==> config.mk <==
export PLATFORM = sky130hd
export DESIGN_NAME = cfg_reg_bank
export DESIGN_NICKNAME = d
export VERILOG_FILES = /design/src/rtl/cfg_reg_bank.sv
export SDC_FILE = /design/constraint.sdc
export NUM_CORES = 1
export LEC_CHECK = 0
export CORE_UTILIZATION = 60
export CTS_BUF_LIST = sky130_fd_sc_hd__clkbuf_8
export DETAILED_ROUTE_END_ITERATION = 7
export GPL_TIMING_DRIVEN = 0
export PLACE_DENSITY = 0.91
export SLEW_MARGIN = 30
export SYNTH_ARGS = -nofsm -noshare
export SYNTH_HDL_FRONTEND = slang
export SYNTH_SLANG_ARGS = --single-unit
==> constraint.sdc <==
create_clock -name CLK -period 6.4 [get_ports CLK]
set_input_delay 1.28 -clock CLK [delete_from_list [all_inputs] [get_ports CLK]]
set_output_delay 1.28 -clock CLK [all_outputs]
set_load 0.01 [all_outputs]
==> src/rtl/cfg_reg_bank.sv <==
// cfg_reg_bank: config registers with masked writes, read-only protection, per-register reset values and update strobes
module cfg_reg_bank #(
  parameter int WIDTH = 8,
  parameter int DEPTH = 16,
  parameter int NUM_OUT = 4,
  parameter logic [DEPTH*WIDTH-1:0] RST_VALS = (DEPTH*WIDTH)'(32'h0821_0000),
  parameter logic [DEPTH-1:0] RO_MASK = '0,
  localparam int AW = (DEPTH > 2) ? $clog2(DEPTH) : 1
) (
  input  logic                     CLK,
  input  logic                     RST,
  input  logic                     WrEn,
  input  logic                     RdEn,
  input  logic [AW-1:0]            Address,
  input  logic [WIDTH-1:0]         WrData,
  input  logic [WIDTH-1:0]         WrMask,
  output logic [WIDTH-1:0]         RdData,
  output logic                     RdData_VLD,
  output logic                     Err,
  output logic [NUM_OUT*WIDTH-1:0] RegOut,
  output logic [NUM_OUT-1:0]       RegUpd
);
  logic [WIDTH-1:0] mem_q [DEPTH];
  logic [WIDTH-1:0] mem_d [DEPTH];
  logic [WIDTH-1:0] rd_q, rd_d, cur, wr_val;
  logic [NUM_OUT-1:0] upd_q, upd_d;
  logic vld_q, err_q, err_d, in_rng, wr_ok, rd_ok;
  always_comb begin
    in_rng = 32'(Address) < DEPTH;
    cur = in_rng ? mem_q[Address] : '0;
    wr_val = (cur & ~WrMask) | (WrData & WrMask);
    rd_ok = RdEn && !WrEn;
    wr_ok = WrEn && !RdEn && in_rng && !RO_MASK[Address];
    err_d = (WrEn && RdEn) || (WrEn && !RdEn && !wr_ok) || (rd_ok && !in_rng);
    rd_d = rd_ok ? cur : rd_q;
  end
  for (genvar k = 0; k < DEPTH; k++) begin : g_reg
    assign mem_d[k] = (wr_ok && Address == AW'(k)) ? wr_val : mem_q[k];
    always_ff @(posedge CLK or negedge RST)
      if (!RST) mem_q[k] <= RST_VALS[k*WIDTH +: WIDTH];
      else mem_q[k] <= mem_d[k];
  end
  // a strobe fires only when the stored value actually changes
  for (genvar k = 0; k < NUM_OUT; k++) begin : g_out
    assign RegOut[k*WIDTH +: WIDTH] = mem_q[k];
    assign upd_d[k] = mem_d[k] != mem_q[k];
  end
  always_ff @(posedge CLK or negedge RST)
    if (!RST) begin
      rd_q <= '0;
      vld_q <= 1'b0;
      err_q <= 1'b0;
      upd_q <= '0;
    end else begin
      rd_q <= rd_d;
      vld_q <= rd_ok;
      err_q <= err_d;
      upd_q <= upd_d;
    end
  assign RdData = rd_q;
  assign RdData_VLD = vld_q;
  assign Err = err_q;
  assign RegUpd = upd_q;
endmodule

==> impl_metrics.tcl, run 1 <==
set metrics [dict create \
    status "complete, no violations" \
    drt-pass1-iter-count 6 \
    core_um2 12200 \
    viasPerCell 6.71 \
    pin_count 70 \
    grt_pass1_wl_mm 38.5 \
    cp_data_arrival_time_ns 4.64 \
    dpl.hpwl_mm 18.3 \
    worstSetupEndpointType "register" \
    hold-worst-slack_ns 0.478 \
    cts_tree "done" \
    cpPeakStageDelay_ns 0.71 \
    drt-initial-drc-count 706 \
    top_layer "met4" \
    grt_max_degree 88 \
    final_common_cell "dfrtp_1" \
    fin_nets 841 \
    clockBufferDepth 2 \
    avgSynthCellArea_um2 10.4 \
    seq_area_frac_synth 0.471 \
    ys_warn_count 0 \
    fmax_mhz 231 \
    synth_area_um2 7560 \
    die_area_um2 13100 \
    tightest_slew_ns 1.00 \
    cp_top_family "simple AND/OR/NAND/NOR gates" \
    synth_edf_count 0 \
    final_cell_mix "139 x dfrtp_1, 119 x nand2_1, 100 x o21ai_0, 67 x clkdlybuf4s50_1, 43 x mux2_2" \
    setup_tns_ns 0 \
    root_buffer "clkbuf_8" \
    cap_viol_max_count 0 \
    port_buffers 68 \
    synth_seq_cells 142 \
    insertedDiodeCount 0 \
    wl_met3_mm 3.35 \
    final_max_slew_viol_count 0 \
    dpl-instance-area_um2 8490 \
    synth_nets 753 \
    critPathMaxFanout 10 \
    setup_viol 0 \
    period_share 0.676 \
    placed_cells 966 \
    final_util 0.733 \
    ys.flop_type "dfrtp_1" \
    htree_num_levels 4 \
    met1_length_mm 9.13 \
    cts_setup_buffers 0 \
    cp_cell_sequence "clkdlybuf4s50_1, buf_6, mux4_2, mux2_2, or3_1, nand3b_1, o221ai_1, nor4_1, a31oi_1" \
    first_global_vias 6652 \
    rows 40 \
    die_w_um 114 \
    synthDistinctLibCells 61 \
    ir_drop_v 0.000253 \
    final_hold_viol_count 0 \
    final_cells 998 \
    place_congestion 0.954 \
    vias 6700 \
    antenna_found_initial 0 \
    numCtsBuffers 17 \
    p_leak_uw 0.00393 \
    initial_utilization 0.622 \
    crit_buf_inv 2 \
    synthCells 729 \
    met2WireLength_mm 11.8 \
    ant_nets 0 \
    relSlewSlack 0.328 \
    ys_async_sr_fraction 1.00 \
    worstHoldPathType "reg -> reg" \
    cp_slowest_cell "nor4_1" \
    clock_latency_ns 0.49 \
    fp.dieH_um 114 \
    clock_sinks 142 \
    cts_hold_buf 0 \
    powerDensity_nw_per_um2 322 \
    syn_to_final_growth_pct 17.9 \
    clkTransAtPathRegs_ns 0.08 \
    fin_crit_ns 4.33 \
    finClkSkew_ns 0.0176 \
    worstSetupPathType "in -> reg" \
    grt.total_usage 0.415 \
    design_area_um2 8910 \
    avgRoutedWirePerCell_um 25.7 \
    ctsResizeCount 0 \
    finalWirelength_mm 25.7 \
    drive_gt1_frac 0.192 \
    crit_required_ns 6.72 \
    start_kind "input port" \
    gr-total-overflow 0 \
    drc 0 \
    grt_setup_unrepaired "false" \
]
-- metrics by stage --
stage / total power [uW] / setup WS, ns
2_1_floorplan: 1700 / 3.07
3_3_place_gp: 2020 / -1.10
3_5_place_dp: 2070 / 1.64
4_1_cts: 2830 / 2.15
5_1_grt: 2960 / 2.03
6_report: 2860 / 2.07
-- state kept, by name, summed over array words and instances (netlist names) --
signal      flops
RdData          8
RegOut         32
RdData_VLD      1
mem_q          96
RegUpd          4
Err             1
-- cells in the mapped netlist (all sizes together), types with 3 or more instances --
master,instances,area [um^2]
mux2i,29,303
buf,44,343
nor3,8,50.1
nand2b,5,31.3
or2,7,43.8
a31oi,6,37.5
inv,9,33.8
a222oi,4,40.0
dfstp,3,78.8
nor2,33,124
dfrtp,139,3480
mux4,20,450
a22o,6,52.6
mux2,43,484
a21oi,11,55.1
o221ai,4,35.0
nor3b,3,27.5
o21ai,101,505
and3,4,25.0
nand3,5,25.0
and2,6,37.5
nor2b,14,87.6
xnor2,3,26.3
xor2,14,123
nor4,5,37.5
a22oi,22,175
nand2,120,453
clkbuf,27,101
-- tightest hold or removal path: cells and delay by family (launching register included) --
kind | cells | cell delay [ns]
flip-flops | 1 | 0.34
AND/OR/NAND/NOR | 1 | 0.04
AO/OA/AOI/OAI | 1 | 0.06
-- power breakdown --
| part | leakage [uW] | internal, uW | switching, uW | total, uW |
|---|---|---|---|---|
| registers | 0.00184 | 1080 | 190 | 1270 |
| logic | 0.00189 | 406 | 410 | 816 |
| clock network | 0.000205 | 396 | 384 | 780 |
-- worst paths after layout --
kind	cells after the start	slack, ns	start	end
max reg2reg	7	3.20	RegOut[26]	RegUpd[1]
max	9	2.07	Address[0]	RegUpd[1]
max in group asynchronous	2	4.87	RST	mem_q[94]
min	2	0.48	RdData[4]	RdData[4]
min in group asynchronous	1	0.79	RST	RegOut[28]
min reg2reg	2	0.48	RdData[4]	RdData[4]
-- cells by family after synthesis --
family / Yosys count / synth area share
AND/OR/NAND/NOR: 219 / 0.134
AO/OA/AOI/OAI: 179 / 0.149
flip-flops: 142 / 0.471
multiplexers: 92 / 0.164
buffers and inverters: 80 / 0.0632
XOR/XNOR: 17 / 0.0197
-- metal layers --
metal  up-vias  GRT usage
met1      3264      0.519
met2       546      0.646
met3       124      0.124
met5         -          0
li1       2766          -
met4         0      0.236
-- final cells by class --
class | count | area (um^2)
multi-input combinational | 507 | 3530
clock inverter | 14 | 168
tap | 168 | 210
clock buffer | 18 | 248
buffer | 71 | 444
timing repair buffer | 69 | 713
inverter | 9 | 33.8
fill | 867 | 3250
sequential | 142 | 3560
No activity file was read; power rests on OpenSTA's default activity.
==> run 2, diff against run 1 <==
==> constraint.sdc (replaced) <==
create_clock -name CLK -period 4.2 [get_ports CLK]
set_input_delay 0.84 -clock CLK [delete_from_list [all_inputs] [get_ports CLK]]
set_output_delay 0.84 -clock CLK [all_outputs]
set_load 0.01 [all_outputs]
==> results of run 2 <==
Same layout as run 1 (identical final DEF). Status: complete, no violations.
Main changes from that run: setup slack after placement 1.64 ns -> -0.116 ns; setup slack after layout 2.07 ns -> 0.313 ns; hold slack 0.478 ns -> 0.350 ns; register-to-register setup slack 3.20 ns -> 1.00 ns; total power 2860 uW -> 4370 uW; worst IR drop on VDD 0.000253 V -> 0.000386 V
